$ cat src/rtl/output_collector_pkg.sv
// Shared types and helpers for output_collector: entry layout, stride decode, requantization.
// Defining OUTPUT_COLLECTOR_RELU_EN makes requant() clamp negative accumulators to zero before shifting.
package output_collector_pkg;

  localparam int OC_ACC_W = 32;
  localparam int OC_OUT_W = 16;
  // Address fields are sized for the largest supported map; narrower instances zero-extend.
  localparam int OC_X_W   = 10;
  localparam int OC_Y_W   = 10;
  localparam int OC_CH_W  = 6;

  localparam logic [1:0] STRIDE_MODE_1 = 2'd0;
  localparam logic [1:0] STRIDE_MODE_2 = 2'd1;
  localparam logic [1:0] STRIDE_MODE_4 = 2'd2;

  localparam logic signed [OC_ACC_W-1:0] OC_SAT_MAX = OC_ACC_W'((1 << (OC_OUT_W - 1)) - 1);
  localparam logic signed [OC_ACC_W-1:0] OC_SAT_MIN = ~OC_SAT_MAX;

  typedef struct packed {
    logic signed [OC_OUT_W-1:0] data;
    logic [OC_X_W-1:0]          x;
    logic [OC_Y_W-1:0]          y;
    logic [OC_CH_W-1:0]         ch;
  } out_entry_t;

  function automatic logic [1:0] stride_shift(input logic [1:0] mode);
    case (mode)
      STRIDE_MODE_2: return 2'd1;
      STRIDE_MODE_4: return 2'd2;
      default:       return 2'd0;
    endcase
  endfunction

  function automatic logic signed [OC_OUT_W-1:0] requant(input logic signed [OC_ACC_W-1:0] acc,
                                                         input logic [4:0] shift);
    logic signed [OC_ACC_W-1:0] v;
    v = acc;
`ifdef OUTPUT_COLLECTOR_RELU_EN
    if (v < 0) v = '0;
`endif
    v = v >>> shift;
    if (v > OC_SAT_MAX) v = OC_SAT_MAX;
    else if (v < OC_SAT_MIN) v = OC_SAT_MIN;
    return v[OC_OUT_W-1:0];
  endfunction

endpackage

$ cat src/rtl/sync_fifo.sv
// Generic synchronous FIFO; head is read straight from storage, reset clears storage, flush only pointers.
// A push while full is accepted only together with a pop (the freed slot is the one being written).
module sync_fifo #(
  parameter int WIDTH = 8,
  parameter int DEPTH = 4
) (
  input  logic                     i_clk,
  input  logic                     i_rst,
  input  logic                     i_flush,
  input  logic                     i_push,
  input  logic                     i_pop,
  input  logic [WIDTH-1:0]         i_dat,
  output logic [WIDTH-1:0]         o_dat,
  output logic                     o_full,
  output logic                     o_empty,
  output logic [$clog2(DEPTH):0]   o_count
);
  localparam int AW = $clog2(DEPTH);

  logic [WIDTH-1:0] r_mem [DEPTH];
  logic [AW:0]      r_wr;
  logic [AW:0]      r_rd;
  logic             w_do_push;
  logic             w_do_pop;

  // Extra pointer MSB tells a full FIFO from an empty one.
  assign o_empty   = (r_wr == r_rd);
  assign o_full    = (r_wr[AW] != r_rd[AW]) && (r_wr[AW-1:0] == r_rd[AW-1:0]);
  assign o_count   = r_wr - r_rd;
  assign o_dat     = r_mem[r_rd[AW-1:0]];
  assign w_do_pop  = i_pop && !o_empty;
  assign w_do_push = i_push && (!o_full || w_do_pop);

  always_ff @(posedge i_clk) begin
    if (i_rst) begin
      r_wr <= '0;
      r_rd <= '0;
      for (int i = 0; i < DEPTH; i++) r_mem[i] <= '0;
    end else if (i_flush) begin
      r_wr <= '0;
      r_rd <= '0;
    end else begin
      if (w_do_push) begin
        r_mem[r_wr[AW-1:0]] <= i_dat;
        r_wr <= r_wr + 1'b1;
      end
      if (w_do_pop) r_rd <= r_rd + 1'b1;
    end
  end

endmodule

$ cat src/rtl/output_collector.sv
// Captures and requantizes output pixels, buffers them, drains over valid/ready; 2-cycle in-to-out latency.
// No upstream backpressure: almost_full warns, drops set sticky overflow. ReLU via OUTPUT_COLLECTOR_RELU_EN.
module output_collector
  import output_collector_pkg::*;
#(
  parameter int ACC_WIDTH          = 32,
  parameter int OUT_WIDTH          = 16,
  parameter int FIFO_DEPTH         = 4,
  parameter int FEATURE_MAP_WIDTH  = 1024,
  parameter int FEATURE_MAP_HEIGHT = 1024,
  parameter int OUTPUT_NB_CHANNELS = 64
) (
  input  logic                                    clk,
  input  logic                                    rst_in,
  input  logic                                    start,
  input  logic [1:0]                              conv_stride_mode,
  input  logic [4:0]                              shift,
  input  logic                                    in_valid,
  input  logic signed [ACC_WIDTH-1:0]             in_data,
  input  logic [$clog2(FEATURE_MAP_WIDTH)-1:0]    in_x,
  input  logic [$clog2(FEATURE_MAP_HEIGHT)-1:0]   in_y,
  input  logic [$clog2(OUTPUT_NB_CHANNELS)-1:0]   in_ch,
  output logic                                    out_valid,
  input  logic                                    out_ready,
  output logic signed [OUT_WIDTH-1:0]             out_data,
  output logic [$clog2(FEATURE_MAP_WIDTH)-1:0]    out_x,
  output logic [$clog2(FEATURE_MAP_HEIGHT)-1:0]   out_y,
  output logic [$clog2(OUTPUT_NB_CHANNELS)-1:0]   out_ch,
  output logic                                    almost_full,
  output logic                                    overflow,
  output logic                                    frame_done
);
  localparam int XW    = $clog2(FEATURE_MAP_WIDTH);
  localparam int YW    = $clog2(FEATURE_MAP_HEIGHT);
  localparam int CW    = $clog2(OUTPUT_NB_CHANNELS);
  localparam int FW    = $clog2(FIFO_DEPTH) + 1;
  localparam int CNT_W = $clog2(FEATURE_MAP_WIDTH * FEATURE_MAP_HEIGHT * OUTPUT_NB_CHANNELS + 1);

  logic [4:0]       r_shift;
  logic [1:0]       r_stride;
  out_entry_t       r_s1;
  logic             r_s1_vld;
  logic [CNT_W-1:0] r_count;
  logic             r_overflow;
  logic             r_done;

  out_entry_t       w_head;
  logic             w_full;
  logic             w_empty;
  logic [FW-1:0]    w_fill;
  logic             w_pop;
  logic             w_drop;
  logic             w_push;
  logic [1:0]       w_sshift;
  logic [CNT_W-1:0] w_expected;
  logic             w_done_now;

  assign w_pop      = !w_empty && out_ready;
  assign w_drop     = r_s1_vld && w_full && !w_pop;
  assign w_push     = r_s1_vld && !w_drop;
  assign w_sshift   = stride_shift(r_stride);
  assign w_expected = CNT_W'((FEATURE_MAP_WIDTH >> w_sshift) * (FEATURE_MAP_HEIGHT >> w_sshift)
                             * OUTPUT_NB_CHANNELS);
  assign w_done_now = (r_count == w_expected) && !r_s1_vld && w_empty;

  sync_fifo #(
    .WIDTH ($bits(out_entry_t)),
    .DEPTH (FIFO_DEPTH)
  ) u_fifo (
    .i_clk   (clk),
    .i_rst   (rst_in),
    .i_flush (start),
    .i_push  (w_push),
    .i_pop   (w_pop),
    .i_dat   (r_s1),
    .o_dat   (w_head),
    .o_full  (w_full),
    .o_empty (w_empty),
    .o_count (w_fill)
  );

  always_ff @(posedge clk) begin
    if (rst_in) begin
      r_shift    <= '0;
      r_stride   <= '0;
      r_s1       <= '0;
      r_s1_vld   <= 1'b0;
      r_count    <= '0;
      r_overflow <= 1'b0;
      r_done     <= 1'b0;
    end else if (start) begin
      r_shift    <= shift;
      r_stride   <= conv_stride_mode;
      r_s1_vld   <= 1'b0;
      r_count    <= '0;
      r_overflow <= 1'b0;
      r_done     <= 1'b0;
    end else begin
      r_s1_vld <= in_valid;
      if (in_valid) begin
        r_s1.data <= requant(OC_ACC_W'(in_data), r_shift);
        r_s1.x    <= OC_X_W'(in_x);
        r_s1.y    <= OC_Y_W'(in_y);
        r_s1.ch   <= OC_CH_W'(in_ch);
        // Captures past the frame size still flow through; only the count stops.
        if (r_count < w_expected) r_count <= r_count + CNT_W'(1);
      end
      if (w_drop) r_overflow <= 1'b1;
      if (w_done_now) r_done <= 1'b1;
    end
  end

  assign out_valid   = !w_empty;
  assign out_data    = OUT_WIDTH'(w_head.data);
  assign out_x       = XW'(w_head.x);
  assign out_y       = YW'(w_head.y);
  assign out_ch      = CW'(w_head.ch);
  assign almost_full = (int'(w_fill) + int'(r_s1_vld)) >= (FIFO_DEPTH - 1);
  assign overflow    = r_overflow;
  assign frame_done  = r_done || w_done_now;

endmodule

$ cat config.mk
export PLATFORM = sky130hd
export DESIGN_NAME = output_collector
export DESIGN_NICKNAME = d
export VERILOG_FILES = /design/src/rtl/output_collector_pkg.sv /design/src/rtl/sync_fifo.sv /design/src/rtl/output_collector.sv
export SDC_FILE = /design/constraint.sdc
export NUM_CORES = 1
export LEC_CHECK = 0
export ABC_AREA = 0
export CAP_MARGIN = 20
export CORE_MARGIN = 1.5
export CORE_UTILIZATION = 45
export DETAILED_ROUTE_END_ITERATION = 7
export MAX_ROUTING_LAYER = met4
export PLACE_DENSITY = 0.62
export RECOVER_POWER = 100
export SLEW_MARGIN = 20
export SYNTH_ARGS = -nofsm -noshare
export SYNTH_HDL_FRONTEND = slang
export SYNTH_SLANG_ARGS = --single-unit
$ cat constraint.sdc
create_clock -name clk -period 7.6 [get_ports clk]
set_input_delay 0.76 -clock clk [delete_from_list [all_inputs] [get_ports clk]]
set_output_delay 0.76 -clock clk [all_outputs]
set_load 0.01 [all_outputs]
Word level (Yosys, flattened, before mapping) --
Memory sizes are Yosys's and may differ from the RTL's. A register that Yosys moved wholly into a read port is not among the register bits. Index checks and enable logic that the tools add are counted. W data, S select, Z words.
Storage, ports and cells: flip-flop bits (word level) 85, bits in writable memories 168, bits of input ports 70, output and inout port bits 46, word-level logic and storage cells 66, memories kept 1
Operators by class: add/subtract/negate cells 5, $mul 1, order comparisons 4, equality and inequality tests 6, shifts and indexed selects 2, multiplexer cells 14, bitwise operators 1, reduce and logical (&&, ||, !) cells 20
Memories:
- u_fifo.r_mem | depth 4, bits a word 42, read ports 1, clocked after memory_dff 1, wr ports 4, RTL line sync_fifo.sv:20 | logic [WIDTH-1:0] r_mem [DEPTH];
Operators with widths (count):
- $mux W42 | 1
- $reduce_or A42 Y1 | 1
- $gt A32 B16 Y1 const B | 1
- $lt A32 B16 Y1 const B | 1
- $mul A32 B32 Y21 | 1
- $mux W16 | 2
- $shr A11 B2 Y32 const A | 1
- $sshr A32 B5 Y32 | 1
- $add A27 B1 Y27 const B | 1
- $eq A27 B27 Y1 | 1
- $lt A27 B27 Y1 | 1
- $logic_and A1 B1 Y1 | 9
- $mux W1 | 7
- $add A3 B1 Y3 const B | 2
- $mux W2 | 3
- $logic_not A1 Y1 | 5
- $add A3 B1 Y4 | 1
- $ge A4 B2 Y1 const B | 1
- $pmux W2 S2 | 1
- $reduce_and A2 Y1 | 2
- $eq A3 B3 Y1 | 1
- $sub A3 B3 Y3 | 1
- $eq A2 B1 Y1 const B | 1
- $eq A2 B2 Y1 | 1
- other kinds (5) | 6

Logic depth before layout (Yosys ltp) --
Gate-level depths: netlist of the first run.
word-level depth 14, mapped depth 14, mapped depth without buffers 13

By module --
Synthesis of the first run repeated with hierarchy kept, for this count alone.
Unflattened totals: cell total of the unflattened synthesis 1200, area, all modules 13365.3 sq um
Modules (own cells, without submodules):
- sync_fifo | instances 1, cells each 512, area an instance 7636.1 sq um, sequential area each 5205.0 sq um
- output_collector | instances 1, cells each 688, area an instance 5729.2 sq um, sequential area each 1581.5 sq um

Worst setup path after synthesis of the first run --
No wires, ideal clock.
kind flip-flop to flip-flop, from reg r_stride[0], to reg r_count[21], library setup time 0.070 ns, data arrival time 3.018 ns, data required time 7.530 ns, setup slack 4.512 ns, cell stages (with the launch flop) 15, buffers on the path 1, clock period less this slack 3.088 ns, cells stage by stage dfxtp_1 > inv_1 > ha_1 > and2_1 > ha_1 > inv_1 > ha_1 > o21a_1 > o21a_1 > o21a_1 > o21a_1 > or4_1 > clkbuf_1 > or3_1 > a21oi_1
Between the ends: word-level cells in the longest chain between the ends 6, elaborated cells between the ends (all ways) 7, those cells by class mul (1); order compare (1); eq/ne (2); shift (1); mux (1); reduce/logical (1)
Ends and longest elaborated chain:
- from (decl) | RTL line output_collector.sv:40 | logic [1:0] r_stride;
- from (signal assigned) | RTL line output_collector.sv:93 | r_stride <= conv_stride_mode;
- $eq A2 B2 Y1 or $eq A2 B1 Y1 (tied branches) | RTL line output_collector_pkg.sv:27 | case (mode)
- $pmux W2 S2 * | RTL line output_collector_pkg.sv:27
- $shr A11 B2 Y32 * | RTL line output_collector.sv:62 | assign w_expected = CNT_W'((FEATURE_MAP_WIDTH >> w_sshift) * (FEATURE_MAP_HEIGHT >> w_sshift)
- $mul A32 B32 Y21 * | RTL line output_collector.sv:62
- $lt A27 B27 Y1 * | RTL line output_collector.sv:106 | if (r_count < w_expected) r_count <= r_count + CNT_W'(1);
- $reduce_and A2 Y1 (no line) *
- to (signal assigned) | RTL line output_collector.sv:106
- to (decl) | RTL line output_collector.sv:43 | logic [CNT_W-1:0] r_count;
Every way passes the cells marked *; elsewhere a longest branch is shown, timed or not. A chain may end at the register's enable or synchronous reset.

==> impl_metrics.tcl, run 1 <==
set metrics [dict create \
    tns_ps 0 \
    die_x_um 173 \
    io_buffers 115 \
    crit_fanout 47 \
    rsz0062_at_grt "no" \
    netlist_area_sq_mm 0.0131 \
    ioPinCount 116 \
    synth_top_family_by_area "simple AND/OR/NAND/NOR gates" \
    fin_skew_ps 13.7 \
    synth_xor_area_frac 0.0161 \
    start_util 0.456 \
    root_buffer "clkbuf_16" \
    synthCells 1139 \
    ir_drop_mv 0.164 \
    synth-async-reset-ratio 0 \
    cp-end-kind "flop" \
    cts_tree "yes" \
    hold_path_class "flop to flop" \
    finalSetupViolCount 0 \
    place_ws_ps 3520 \
    antenna_found_initial 0 \
    clock_path_buffers 3 \
    drt-pass1-iter-count 5 \
    worstSkewPairLatency_ps 530 \
    wl_per_cell_um 18.0 \
    cts_buffers 28 \
    critPathLaunchType "flop" \
    synth_top_area_share 0.386 \
    relSlewSlack -0.429 \
    rows 62 \
    synth_cell_types 57 \
    drv_slew 339 \
    syn_avg_cell_area_sq_um 11.5 \
    synthToLayoutAreaGrowth_pct 18.2 \
    drv_cap 9 \
    hold_ws_ps 467 \
    synth_ff_type "edfxtp_1" \
    gp_congestion 0.898 \
    p_leak_nw 5.70 \
    synth_seq_area_share 0.520 \
    die_area_sq_mm 0.0301 \
    synthAdderAreaFrac 0.0188 \
    drive_gt1_frac 0.116 \
    cts-resized-gates 0 \
    synth-edff-count 168 \
    worst_pin_slew_ps 2140 \
    synth_mux_area_frac 0.159 \
    core_area_sq_mm 0.0286 \
    vias_per_cell 5.43 \
    outcome "finished with violations" \
    antenna_left 0 \
    track_usage 0.201 \
    dp_hpwl_mm 17.9 \
    synthTopCellsByArea "edfxtp_1 39%, dfxtp_1 13%, mux4_2 11%" \
    period_needed_ps 5240 \
    yosys.area.top_type "edfxtp_1" \
    diodes 0 \
    grt_pass1_vias 8872 \
    yosysMostFrequentCell "edfxtp_1" \
    grt_pass1_wl_mm 47.5 \
    arrival_ps 5370 \
    violations "capacitance limit, slew limit" \
    hold_viol 0 \
    synth_commonest_cells "168 x edfxtp_1, 131 x and2_1, 102 x nand2_1" \
    worstSetupPathType "flop to flop" \
    clk_pin_slew_ps 60 \
    postCtsSetupRepairBufs 0 \
    synth-simple-area-share 0.184 \
    synth_nets 1228 \
    setup_slack_ps 2360 \
    grt-ovfl-total 0 \
    synth_compound_area_frac 0.0699 \
    synth_seq_cells 255 \
    drt_wl_total_mm 29.1 \
    drc_errors 0 \
    die_y_um 173 \
    fin_crit_sh 0.690 \
    cts.htree.levels 1 \
    power_density_mw_per_mm2 216 \
    nNetsFinal 1305 \
    cp_data_required_time_ps 7720 \
    grt_start_max_net_pins 72 \
    cts.sinks 255 \
    drtIter0Drc 486 \
    fmax_mhz 191 \
    yosys_warnings 0 \
    hold_buffers 0 \
    route.vias.total 8814 \
]
## metal layers
layer / global-route usage / wire [um]
met2: 0.346 / 14500
met3: 0.0241 / 1210
met5: - / 0
met4: 0.0395 / 265
met1: 0.258 / 13200
## report_power, final
part / switching (mW) / leakage, nW / internal, mW
sequential: 0.0370 / 2.44 / 1.53
clock: 0.539 / 0.467 / 0.887
combinational: 0.184 / 2.79 / 0.153
## sequential cells by signal, summed over array words and instances, names as in the netlist, named ones only
register      flops
u_fifo.r_mem    168
r_s1             42
r_count          27
r_shift           5
u_fifo.r_rd       3
u_fifo.r_wr       3
r_stride          2
overflow          1
r_done            1
r_s1_vld          1
## worst paths after layout
kind,start,to,slack [ps],depth (start not counted)
worst max-delay path,u_fifo.r_wr[0]$_SDFFE_PP0P_,u_fifo.r_mem[3][13]$_DFFE_PP_,2360,8
worst max register to register,u_fifo.r_wr[0]$_SDFFE_PP0P_,u_fifo.r_mem[3][13]$_DFFE_PP_,2360,8
worst min register to register,overflow$_SDFFE_PP0P_,overflow$_SDFFE_PP0P_,470,2
worst min-delay path,overflow$_SDFFE_PP0P_,overflow$_SDFFE_PP0P_,470,2
## final cells by class
cell class	count	area, sq um
clock inverters	13	195
repair buffers	130	1240
inverters	23	86.3
well taps	384	480
fillers	2443	13200
clock buffers	39	783
multi-input cells	778	5860
flip-flops and latches	255	6790
## stage by stage
step                cell area [sq um]  instances  utilization  total power, mW
global route                    15400       1622        0.539             3.45
CTS                             15500       1621        0.540             3.36
global placement                14500       1569        0.506             1.94
finish                          15400       1622        0.539             3.33
floorplan                       13100       1139            -             1.80
detailed placement              14500       1569        0.506             1.94
## kinds of logic (layout without fill, tap and decap cells)
kind of cell,Yosys count,count (layout)
mux,127,127
simple gates,464,464
xor+xnor,24,24
flops,255,255
fa+ha+maj,19,19
compound gates,144,144
buf+inv,106,205
## critical path, stage by stage, from the launching register on
cell,delay (ps)
dfxtp_1,430
inv_1,110
ha_1,320
nand2_1,80
nor3_1,60
nor2b_2,110
clkbuf_1,1480
a41o_1,970
clkbuf_1,1250
## placed cells by master, fill, tap and decap left out, drive strengths merged, types with 6 or more instances in the layout
master and n:
or3 9, a21oi 48, mux2i 44, clkbuf 45, a211oi 7, buf 10
clkdlybuf4s50 68, mux2 22, xor2 8, nor2b 7, dlygate4sd3 46, edfxtp 168
nand3 19, ha 18, inv 22, xnor2 16, o21ai 34, nand4 11
clkinv 6, dfxtp 87, nand2 102, nor2 91, and2 131, and3 48
o22ai 9, mux4 61, nor4 18, o32ai 16, nor3 8, o21a 9
Power figures use the tool's default switching activity.
==> run 2: changes to the inputs <==
clock period = 5.2 ns   (was 7.6 ns; I/O delays follow)
==> run 2 against run 1 <==
Against the previous run:
- clock-buffer cell count shrank 4
- clock skew is essentially flat
- non-clock buffer count grew 1
- sequential cell count is the same
- total power grew 43%
- routed wire length grew 2.8%
- cell count is essentially flat
- clock power grew 37%
- the run still ends with capacitance limit, slew limit left
- first-iteration DRC count grew 35%
- register-to-register slack lost 1600 ps
- maximum frequency grew 19%
- design area shrank 0.25%
==> impl_metrics.tcl, run 2 (same netlist as run 1, synthesis figures left out) <==
set metrics [dict create \
    placed_cell_area_sq_mm 0.0145 \
    antenna_found_initial 0 \
    relSlewSlack -0.451 \
    wl_per_cell_um 18.5 \
    antenna_left 0 \
    hold_path_class "flop to flop" \
    grt_pass1_wl_mm 48.9 \
    largest_reg_flops 168 \
    dp_hpwl_mm 19.0 \
    max_stage_delay_ps 1420 \
    gp_congestion 0.885 \
    diodes 0 \
    grt-ovfl-total 0 \
    die_y_um 173 \
    ioPinCount 116 \
    cts_tree "yes" \
    cts_buffers 28 \
    clock_path_buffers 3 \
    core_area_sq_mm 0.0286 \
    final_common_cell "edfxtp_1" \
    finalSetupViolCount 0 \
    die_x_um 173 \
    setup.worst_path.start "u_fifo.r_wr[0]$_SDFFE_PP0P_" \
    grt_start_max_net_pins 49 \
    tns_ps 0 \
    io_buffers 115 \
    drv_cap 7 \
    crit_fanout 42 \
    rsz0062_at_grt "no" \
    grt_pass1_vias 9097 \
    nNetsFinal 1306 \
    postCtsSetupRepairBufs 0 \
    outcome "finished with violations" \
    route.vias.total 8916 \
    fin_skew_ps 13.7 \
    p_leak_nw 5.68 \
    worstPathCellList "inv_1 -> ha_1 -> nand2_1 -> nor3_1 -> nor2b_1 -> and2_0 -> nor3b_2 -> clkbuf_1 -> and2_1" \
    timing.rr.start "u_fifo.r_wr[0]$_SDFFE_PP0P_" \
    cts.htree.levels 1 \
    drt-pass1-iter-count 5 \
    cpMaxStageDelayCell "clkbuf_1" \
    die_area_sq_mm 0.0301 \
    hold_viol 0 \
    drv_slew 298 \
    cp-end-kind "flop" \
    worstSkewPairLatency_ps 530 \
    hold_buffers 0 \
    fill_cells 2432 \
    root_buffer "clkbuf_16" \
    cp_data_required_time_ps 5580 \
    synthToLayoutAreaGrowth_pct 17.9 \
    drt_wl_total_mm 30.0 \
    drtIter0Drc 656 \
    clk_pin_slew_ps 60 \
    arrival_ps 4780 \
    cts-resized-gates 0 \
    violations "capacitance limit, slew limit" \
    worstSetupPathType "flop to flop" \
    rows 62 \
    track_usage 0.207 \
    critPathLaunchType "flop" \
    top_register "u_fifo.r_mem" \
    ir_drop_mv 0.215 \
    start_util 0.456 \
    hp-start "overflow$_SDFFE_PP0P_" \
    drc_errors 0 \
    power_density_mw_per_mm2 309 \
    top_regs "u_fifo.r_mem: 168 flops, r_s1: 42 flops, r_count: 27 flops" \
    drive_gt1_frac 0.121 \
    critPathBufInv 2 \
    period_needed_ps 4390 \
    vias_per_cell 5.49 \
    cp_top_family "simple AND/OR/NAND/NOR gates" \
    fmax_mhz 228 \
    cts.sinks 255 \
    fin_crit_sh 0.845 \
    fin_util 0.538 \
    final_area_sq_mm 0.0154 \
    final_cell_mix "168 x edfxtp_1, 102 x nand2_1, 90 x nor2_1" \
    worst_pin_slew_ps 2180 \
]
==> run 2: cell type report <==
class                   count  area [sq um]  share of cell area
multi-input cells         778          5860               0.381
flip-flops and latches    255          6790               0.441
clock inverters            17           143             0.00927
repair buffers            131          1250              0.0812
clock buffers              35           778              0.0506
inverters                  23          86.3             0.00561
well taps                 384           480              0.0312
==> run 2: report_power, final <==
part	total [mW]	switching [mW]	internal (mW)	leakage [nW]
Sequential	2.29	0.0570	2.23	2.44
Clock	1.96	0.803	1.16	0.462
Combinational	0.501	0.273	0.228	2.78
Total	4.75	1.13	3.62	5.68
==> run 2: through the flow <==
step	worst slack [ps]	std cells	power, mW	hold slack [ps]
5_1_grt	495	1623	4.93	513
3_5_place_dp	1600	1571	2.84	474
2_1_floorplan	2110	1139	2.63	457
6_report	806	1623	4.75	474
3_3_place_gp	1680	1571	2.84	475
4_1_cts	1160	1623	4.80	435
==> run 2: final timing paths <==
| check | depth (start not counted) | slack [ps] | to |
|---|---|---|---|
| min reg2reg | 2 | 470 | overflow$_SDFFE_PP0P_ |
| min | 2 | 470 | overflow$_SDFFE_PP0P_ |
| max reg2reg | 9 | 810 | u_fifo.r_mem[0][25]$_SDFFCE_PN0P_ |
| max | 9 | 810 | u_fifo.r_mem[0][25]$_SDFFCE_PN0P_ |
==> run 2: layer usage <==
metal	vias to the layer above	GRT usage	share of wire
met2	215	0.356	0.49
met5	-	-	0
met1	4329	0.268	0.45
li1	4330	-	-
met3	42	0.0213	0.040
met4	0	0.0428	0.016
==> run 2: worst min-delay path: stages (launching register included) <==
cell and delay, ps:
dfxtp_1 330, a21oi_1 40, nor2_1 70
==> run 3: changes to the inputs <==
clock period = 4.29 ns   (was 5.2 ns; I/O delays follow)
==> run 3 against run 2 <==
Against the previous run:
- the run still ends with capacitance limit, slew limit left
- core utilization is 0.083 points lower
- die area stayed put
- non-clock buffer count is 6 higher
- cell count is 0.12% higher
- design area is 0.15% lower
- global-route usage is 0.47 points lower
==> impl_metrics.tcl, run 3 (same netlist as run 1, synthesis figures left out) <==
set metrics [dict create \
    outcome "finished with violations" \
    violations "capacitance limit, slew limit" \
    tns_ps 0 \
    worst_pin_slew_ps 2200 \
    drt_wl_total_mm 29.8 \
    die_area_sq_mm 0.0301 \
    cts.sinks 255 \
    power_density_mw_per_mm2 368 \
    placed_cell_area_sq_mm 0.0146 \
    cts-resized-gates 0 \
    cp-end-kind "primary output" \
    drc_errors 0 \
    relSlewSlack -0.465 \
    rsz0062_at_grt "no" \
    vias_per_cell 5.53 \
    clock_path_buffers 3 \
    finalSetupViolCount 0 \
    fin_cells 1625 \
    drtIter0Drc 536 \
    synthToLayoutAreaGrowth_pct 17.7 \
    wl_per_cell_um 18.3 \
    route.vias.total 8987 \
    io_buffers 115 \
    largest_reg_flops 168 \
    antenna_found_initial 0 \
    rows 62 \
    hold_buffers 0 \
    grt_pass1_wl_mm 47.5 \
    period_needed_ps 3900 \
    cp_data_required_time_ps 3860 \
    fin_skew_ps 10.5 \
    drv_slew 197 \
    worstSetupPathType "flop to primary output" \
    final_area_sq_mm 0.0154 \
    cts_tree "yes" \
    hold_viol 0 \
    top_regs "u_fifo.r_mem: 168 flops, r_s1: 42 flops, r_count: 27 flops" \
    final_cell_mix "168 x edfxtp_1, 102 x nand2_1, 90 x nor2_1" \
    place_ws_ps 738 \
    dp.cells 1577 \
    die_x_um 173 \
    diodes 0 \
    clk_pin_slew_ps 60 \
    grt-ovfl-total 0 \
    cts_buffers 26 \
    track_usage 0.203 \
    critPathLaunchType "flop" \
    crit_fanout 4 \
    fill_cells 2466 \
    top_register "u_fifo.r_mem" \
    drv_cap 5 \
    worstSkewPairLatency_ps 520 \
    grt_start_max_net_pins 63 \
    die_y_um 173 \
    root_buffer "clkbuf_16" \
    drt-pass1-iter-count 5 \
    arrival_ps 3470 \
    ioPinCount 116 \
    fmax_mhz 257 \
    core_area_sq_mm 0.0286 \
    p_leak_nw 5.68 \
    setup_slack_ps 394 \
    start_util 0.456 \
    ir_drop_mv 0.267 \
    drive_gt1_frac 0.121 \
    cts.htree.levels 1 \
    final_common_cell "edfxtp_1" \
    fin_crit_sh 0.908 \
    hold_ws_ps 266 \
    gp_congestion 0.866 \
    nNetsFinal 1310 \
    antenna_left 0 \
    postCtsSetupRepairBufs 0 \
    dp_hpwl_mm 18.8 \
    grt_pass1_vias 8868 \
    hold_path_class "primary input to flop" \
]
run 3: routing by layer:
layer  vias to the layer above  part of all wire  track usage
li1                       4338                 -            -
met1                      4376              0.45        0.266
met2                       231              0.49        0.340
met3                        42             0.041       0.0182
met4                         0             0.018       0.0507
met5                         -                 0            -
run 3: final timing paths:
kind / from / endpoint / slack [ps] / cells after the start
worst max-delay path: r_stride[0]$_SDFFE_PP0P_ / frame_done / 390 / 11
worst min-delay path: rst_in / r_s1_vld$_SDFF_PP0_ / 270 / 2
worst max register to register: r_shift[1]$_SDFFE_PP0P_ / r_s1[39]$_SDFFE_PP0P_ / 400 / 7
worst min register to register: overflow$_SDFFE_PP0P_ / overflow$_SDFFE_PP0P_ / 460 / 2
run 3: area by class of cell:
type / instances / area [sq um] / area share
inverter: 23 / 86.3 / 0.00562
tap: 384 / 480 / 0.0313
clock inverter: 10 / 96.3 / 0.00627
clock buffer: 38 / 767 / 0.0499
multi-input combinational: 778 / 5860 / 0.381
sequential: 255 / 6790 / 0.442
timing repair buffer: 137 / 1290 / 0.0839
run 3: power breakdown:
group | switching [mW] | total, mW | internal (mW)
registers | 0.0692 | 2.78 | 2.71
clock network | 0.921 | 2.28 | 1.35
logic | 0.328 | 0.603 | 0.275
total | 1.32 | 5.65 | 4.34
run 3: critical path, cell delays in order, from the launching register on:
cell and delay [ps]:
dfxtp_1 380, inv_1 60, ha_1 320, and3_1 200, ha_1 260, nand2_1 60, xnor2_1 130, ha_1 290
nand4_1 130, nor4_1 370, a31o_2 230, clkdlybuf4s50_1 530
run 3: per-stage QoR:
stage / util / total power [mW]
2_1_floorplan: - / 3.19
3_3_place_gp: 0.509 / 3.44
3_5_place_dp: 0.509 / 3.44
4_1_cts: 0.539 / 5.71
5_1_grt: 0.537 / 5.85
6_report: 0.537 / 5.65
